**src/rtl/imem_loader.sv**
```systemverilog
// Boot-time instruction memory loader: parses a framed little-endian byte stream,
// writes assembled 32-bit words to memory_32 and holds the CPU until a good checksum.
module imem_loader #(
   parameter int                ADDR_W      = 64,
   parameter logic [ADDR_W-1:0] BASE_ADDR   = '0,
   parameter int                DEPTH_WORDS = 64
) (
   input  logic              clk,
   input  logic              reset,
   input  logic              in_valid,
   input  logic [7:0]        in_data,
   output logic              in_ready,
   input  logic              start,
   output logic              mem_wr_en,
   output logic [ADDR_W-1:0] mem_addr,
   output logic [31:0]       mem_wdata,
   output logic              cpu_hold,
   output logic              load_done,
   output logic              load_err
);

   localparam logic [2:0] S_HDR0 = 3'd0;
   localparam logic [2:0] S_HDR1 = 3'd1;
   localparam logic [2:0] S_DATA = 3'd2;
   localparam logic [2:0] S_CHK  = 3'd3;
   localparam logic [2:0] S_DONE = 3'd4;
   localparam logic [2:0] S_ERR  = 3'd5;

   // Header counts above this limit are rejected before any write is issued.
   localparam logic [16:0] DEPTH_LIM = 17'(DEPTH_WORDS);

   typedef struct packed {
      logic [ADDR_W-1:0] addr;
      logic [31:0]       data;
   } wr_req_t;

   logic [2:0]  state, nxt;
   logic [7:0]  cnt_lo;
   logic [15:0] cnt;
   logic [1:0]  bidx;
   logic [15:0] widx;
   logic [23:0] asm_q;
   logic [7:0]  xsum;
   wr_req_t     wr_q;

   logic        xfer;
   logic [15:0] hdr_cnt;
   logic        word_done;
   logic        last_word;
   logic        rearm;

   assign xfer      = in_valid & in_ready;
   assign hdr_cnt   = {in_data, cnt_lo};
   assign word_done = (state == S_DATA) && xfer && (bidx == 2'd3);
   assign last_word = (widx == cnt - 16'd1);
   assign rearm     = start && ((state == S_DONE) || (state == S_ERR));

   assign mem_addr  = wr_q.addr;
   assign mem_wdata = wr_q.data;

   always_comb begin
      nxt = state;
      case (state)
         S_HDR0: if (xfer) nxt = S_HDR1;
         S_HDR1: begin
            if (xfer) begin
               if (hdr_cnt == 16'd0)                  nxt = S_CHK;
               else if ({1'b0, hdr_cnt} > DEPTH_LIM)  nxt = S_ERR;
               else                                   nxt = S_DATA;
            end
         end
         S_DATA: if (word_done && last_word) nxt = S_CHK;
         S_CHK:  if (xfer) nxt = (in_data == xsum) ? S_DONE : S_ERR;
         S_DONE: if (start) nxt = S_HDR0;
         S_ERR:  if (start) nxt = S_HDR0;
         default: nxt = S_HDR0;
      endcase
   end

   always_ff @(posedge clk) begin
      if (reset) begin
         state     <= S_HDR0;
         in_ready  <= 1'b0;
         mem_wr_en <= 1'b0;
         wr_q      <= '0;
         cpu_hold  <= 1'b1;
         load_done <= 1'b0;
         load_err  <= 1'b0;
         cnt_lo    <= '0;
         cnt       <= '0;
         bidx      <= '0;
         widx      <= '0;
         asm_q     <= '0;
         xsum      <= '0;
      end else begin
         state     <= nxt;
         in_ready  <= (nxt == S_HDR0) || (nxt == S_HDR1) || (nxt == S_DATA) || (nxt == S_CHK);
         mem_wr_en <= word_done;
         load_done <= (state == S_CHK) && (nxt == S_DONE);

         if ((state == S_CHK) && (nxt == S_DONE))
            cpu_hold <= 1'b0;
         if ((nxt == S_ERR) && (state != S_ERR))
            load_err <= 1'b1;

         if ((state == S_HDR0) && xfer)
            cnt_lo <= in_data;
         if ((state == S_HDR1) && xfer)
            cnt <= hdr_cnt;

         if ((state == S_DATA) && xfer) begin
            bidx <= bidx + 2'd1;
            xsum <= xsum ^ in_data;
            case (bidx)
               2'd0:    asm_q[7:0]   <= in_data;
               2'd1:    asm_q[15:8]  <= in_data;
               2'd2:    asm_q[23:16] <= in_data;
               default: asm_q        <= asm_q;
            endcase
         end

         // Address/data only move on a completed word; they hold between strobes.
         if (word_done) begin
            wr_q.addr <= BASE_ADDR + (ADDR_W'(widx) << 2);
            wr_q.data <= {in_data, asm_q};
            widx      <= widx + 16'd1;
         end

         if (rearm) begin
            cpu_hold <= 1'b1;
            load_err <= 1'b0;
            cnt_lo   <= '0;
            cnt      <= '0;
            bidx     <= '0;
            widx     <= '0;
            asm_q    <= '0;
            xsum     <= '0;
         end
      end
   end

endmodule

```
**config.mk**
```make
export PLATFORM = sky130hd
export DESIGN_NAME = imem_loader
export DESIGN_NICKNAME = d
export VERILOG_FILES = /design/src/rtl/imem_loader.sv
export SDC_FILE = /design/constraint.sdc
export NUM_CORES = 1
export LEC_CHECK = 0
export CORE_MARGIN = 2
export CORE_UTILIZATION = 25
export CTS_CLUSTER_DIAMETER = 120
export CTS_CLUSTER_SIZE = 30
export DETAILED_ROUTE_END_ITERATION = 16
export PLACE_DENSITY = 0.51
export SLEW_MARGIN = 25
export SYNTH_ARGS = -nofsm -noshare
export SYNTH_HDL_FRONTEND = slang
export SYNTH_SLANG_ARGS = --single-unit
```
**constraint.sdc**
```tcl
create_clock -name clk -period 3.1 [get_ports clk]
set_clock_uncertainty 0.2 [all_clocks]
set_input_delay 0.465 -clock clk [delete_from_list [all_inputs] [get_ports clk]]
set_output_delay 0.465 -clock clk [all_outputs]
set_load 0.01 [all_outputs]
```
# Yosys cells after proc, flatten, opt, wreduce, memory -nomap -nowiden
# Cells that the tools add are included.
[classes] add_sub_neg=3 mul=0 div_mod_pow=0 n_lt_le_gt_ge=1 eq_ne=16 n_shift=0 mux=9 bitwise=2 reduce_logical=21
[ops] operator="$mux 3" n=7
[ops] operator="$add 16x1->16 const B" n=1
[ops] operator="$eq 16x16->1" n=1
[ops] operator="$gt 16x7->1 const B" n=1
[ops] operator="$logic_not 16->1" n=1
[ops] operator="$sub 16x1->16 const B" n=1
[ops] operator="$pmux 3 s5" n=1
[ops] operator="$eq 3x2->1 const B" n=4
[ops] operator="$eq 3x3->1 const B" n=4
[ops] operator="$eq 8x8->1" n=1
[ops] operator="$logic_and 1x1->1" n=8
[ops] operator="$xor 8x8->8" n=1
[ops] operator="$eq 3x1->1 const B" n=2
[ops] operator="$logic_not 3->1" n=2
[ops] operator="$reduce_and 2->1" n=3
[ops] operator="$eq 2x2->1 const B" n=2
[ops] operator="$logic_or 1x1->1" n=4
[ops] operator="$reduce_or 2->1" n=2
[ops] operator="$ne 3x3->1 const B" n=1
[ops] operator="$add 2x1->2 const B" n=1
[ops] operator="$eq 2x1->1 const B" n=1
[ops] operator="$logic_not 2->1" n=1
[ops] operator="$and 1x1->1" n=1
[ops] operator="$mux 1" n=1
[totals] regBits=130 latch_bits=0 ram_bits=0 rom_bits=0 input_bits=12 output_inout_bits=101 elab_cells=68 n_memories=0

# Depth between registers and ports, before layout
[depth] depth_word=10 ltp_mapped=8 mapped_depth_nobuf=8

# Worst setup path after synthesis
# No wires, ideal clock.
[synth_timing] path_type="reg-to-reg" startpoint="register cnt[0]" endpoint="register load_err" setup_ps=79 arrival_time_ps=2068 required_time_ps=2821 path_slack_ps=753 path_stages_with_launch=9 path_buffers=0 period_less_slack_ps=2347 path_cell_list="dfxtp_1 inv_1 ha_1 or3b_2 nor2_1 a31oi_1 a2111oi_1 o2111ai_1 a211oi_2"
[synth_between] elab_chain_len=7
[synth_rtl] item="from (decl)" line_no="39" rtl="logic [15:0] cnt;"
[synth_rtl] item="from (signal assigned)" line_no="109" rtl="cnt <= hdr_cnt;"
[synth_rtl] item="$sub 16x1->16" line_no="55" rtl="assign last_word = (widx == cnt - 16'd1);"
[synth_rtl] item="$eq 16x16->1" line_no="55"
[synth_rtl] item="$logic_and 1x1->1" line_no="72" rtl="S_DATA: if (word_done && last_word) nxt = S_CHK;"
[synth_rtl] item="$mux 3" line_no="72"
[synth_rtl] item="$pmux 3 s5" line_no="63" rtl="case (state)"
[synth_rtl] item="$eq 3x3->1" line_no="103" rtl="if ((nxt == S_ERR) && (state != S_ERR))"
[synth_rtl] item="$logic_and 1x1->1" line_no="103"
[synth_rtl] item="to (signal assigned)" line_no="88" rtl="load_err <= 1'b0;"
[synth_rtl] item="to (signal assigned)" line_no="104" rtl="load_err <= 1'b1;"
[synth_rtl] item="to (signal assigned)" line_no="131" rtl="load_err <= 1'b0;"
[synth_rtl] item="to (decl)" line_no="19" rtl="output logic load_err"
# Every way passes these cells.
# A chain may end at the register's enable or synchronous reset.

# Worst setup path after layout
# Same ends and word-level chain as after synthesis.

==> impl_metrics.toml <==
[run_status]
outcome = "complete, no violations"

[yosys]
synth_edf_count = 0
ys_types = 55
async_flop_share_pct = 0
ys_warn_count = 0
synth_fa_ha_area_share_pct = 1.27
synth_top_cell_by_area = "dfxtp_1"
synth-simple-area-share_pct = 25.1
synth_compound_area_share_pct = 11.2
synthMuxAreaShare_pct = 1.72
synthFlopType = "dfxtp_1"
syn_area_um2 = 5900
avgSynthCellArea_um2 = 7.95
ys_ff_latch = 130
synth-xor-area-share_pct = 6.68
synth_area_leaders = "dfxtp_1, nand2_1, a21oi_1"
synthCells = 743
yosysTopAreaCellShare_pct = 44.1
synth_top_family_by_area = "simple AND/OR/NAND/NOR gates"
seq_area_frac_synth_pct = 44.1

[timing]
slew_headroom_pct = 62.8
setup_ws_ps = 467
max_freq_mhz = 380
rsz0062_at_grt = "no"
final-hold-violation-count = 0
worst_pin_slew_ps = 558
period_needed_ps = 2630
tns_ps = 0
setup_viol = 0
holdWs_ps = 185
drv_slew = 0
fin_crit_sh_pct = 84.9

[detailed_routing]
vias = 4849
viasPerCell = 4.32
drc = 0
drt_wl_total_um = 14900
drt-initial-drc-count = 302
postRouteAntennaNets = 0
wl_per_cell_um = 13.3
dr.pass1.iters = 4

[min_path]
hold_path.class = "in -> reg"

[clock_tree]
ctsResizeCount = 0
ctsHtreeMaxLevel = 4
cts_sinks = 130
cts_buffer_depth = 2
clk_pin_slew_worst_paths_ps = 50
clockRootBuffer = "clkbuf_16"
cts_buffers = 17
cts_tree = "built"
cts_setup_buffers = 0
cts_hold_buf = 0
clk_latency_ps = 420

[critical_path]
cp-start-kind = "flop"
path_cells = "inv_1, ha_1, or3b_2, nor2_1, a31oi_1, a2111oi_1, o2111ai_1, a211oi_2"
crit_type = "reg -> reg"
cp_data_arrival_time_ps = 2770
cpPeakStageDelay_ps = 500
worstPathRequired_ps = 3240
cpMaxStageDelayCell = "or3b_2"
worstSetupEndpointType = "flop"
path_max_fanout = 8
worst-path-buf-inv = 1
critPathTopFamily = "compound AO/OA/AOI/OAI gates"

[placed_design]
dp_slack_ps = 353
io_buffers = 64
dp_hpwl_um = 10300
gp_congestion = 0.867

[final_layout]
final_common_cell = "nand2_1"
layout-drive-gt1-share_pct = 7.35
layout_common_cells = "nand2_1, dfxtp_1, a21oi_1"
diodes = 0
area_delta_synth_final_pct = 23.8
nets = 808

[die]
std_cell_rows = 56
dieWidth_um = 158
die_area_um2 = 24900
pin_count = 113
core_um2 = 23300
dieHeight_um = 158
initial_core_util_pct = 25.3

[global_route]
track_usage_pct = 12.4
grt-ovfl-total = 0
antenna_found_initial = 0
grt_max_degree = 54
grt_pass1_wl_um = 24100
grt_pass1_vias = 4596

[flow_run]
maxCapViolations = 0

[power]
p_leak_uw = 0.00255
power_density_nw_per_um2 = 542
irDropWorstVdd_v = 0.000306
==> flip-flops by register name, summed over array words and instances (netlist names) <==
name	flops
load_err	1
mem_wr_en	1
widx	16
load_done	1
bidx	2
mem_addr	16
in_ready	1
state	3
asm_q	24
cpu_hold	1
mem_wdata	32
cnt	16
cnt_lo	8
xsum	8
==> through the flow <==
stage	instances	utilization, %	area, um^2	power [uW]
after floorplan	790	-	6080	1910
after global placement	1090	28.7	6690	1930
after detailed placement	1090	28.7	6690	1930
after CTS	1122	31.3	7310	4010
after global routing	1122	31.3	7310	4110
final	1122	31.3	7310	3960
==> power breakdown <==
part / switching (uW) / total, uW / leakage [uW] / internal, uW
combinational: 129 / 194 / 0.00120 / 64.5
sequential: 16.2 / 1700 / 0.00105 / 1680
clock: 759 / 2070 / 0.000300 / 1310
total: 904 / 3960 / 0.00255 / 3060
==> per-layer routing <==
| metal | global-route usage [%] | vias up | wire (um) |
|---|---|---|---|
| met5 | 0 | - | 0 |
| met4 | 3.55 | 0 | 163 |
| met1 | 16.9 | 2242 | 7410 |
| met2 | 19.1 | 118 | 6650 |
| li1 | - | 2476 | - |
| met3 | 3.37 | 13 | 714 |
==> worst paths after layout <==
| path | startpoint | slack, ps | cells after the start | end |
|---|---|---|---|---|
| min reg2reg | mem_wdata[28] | 250 | 2 | mem_wdata[28] |
| max reg2reg | cnt[0] | 470 | 8 | load_err |
| max | cnt[0] | 470 | 8 | load_err |
| min | reset | 180 | 2 | state[2] |
==> synthesized netlist by cell type (2+ instances only) <==
cell	number
ha_1	6
nor4_1	8
buf_4	48
nor2_1	48
xnor2_1	22
and3_1	5
a21oi_1	99
nor3b_1	2
a31oi_1	2
nand3b_1	3
o2111ai_1	2
xor2_1	23
mux2i_1	9
inv_1	7
nand4b_1	2
nor2b_1	3
or3_1	8
clkbuf_1	44
nand4_1	8
buf_2	4
dfxtp_1	130
and2_1	2
nand3_1	36
o21ai_0	5
nor3_1	11
a211oi_1	2
nand2_1	176
==> cell families after synthesis <==
| kind of cell | Yosys count |
|---|---|
| simple gates | 325 |
| flops | 130 |
| compound gates | 121 |
| buf+inv | 105 |
| xor+xnor | 45 |
| mux | 10 |
| fa+ha+maj | 6 |
| other cells | 1 |
==> area by class of cell <==
class / count / area [um^2]
Fill cell: 2542 / 16000
Multi-Input combinational cell: 555 / 2890
Sequential cell: 130 / 2600
Timing Repair Buffer: 79 / 773
Clock buffer: 20 / 457
Tap cell: 319 / 399
Clock inverter: 12 / 156
Inverter: 7 / 26.3
(Power assumes the default switching activity.)
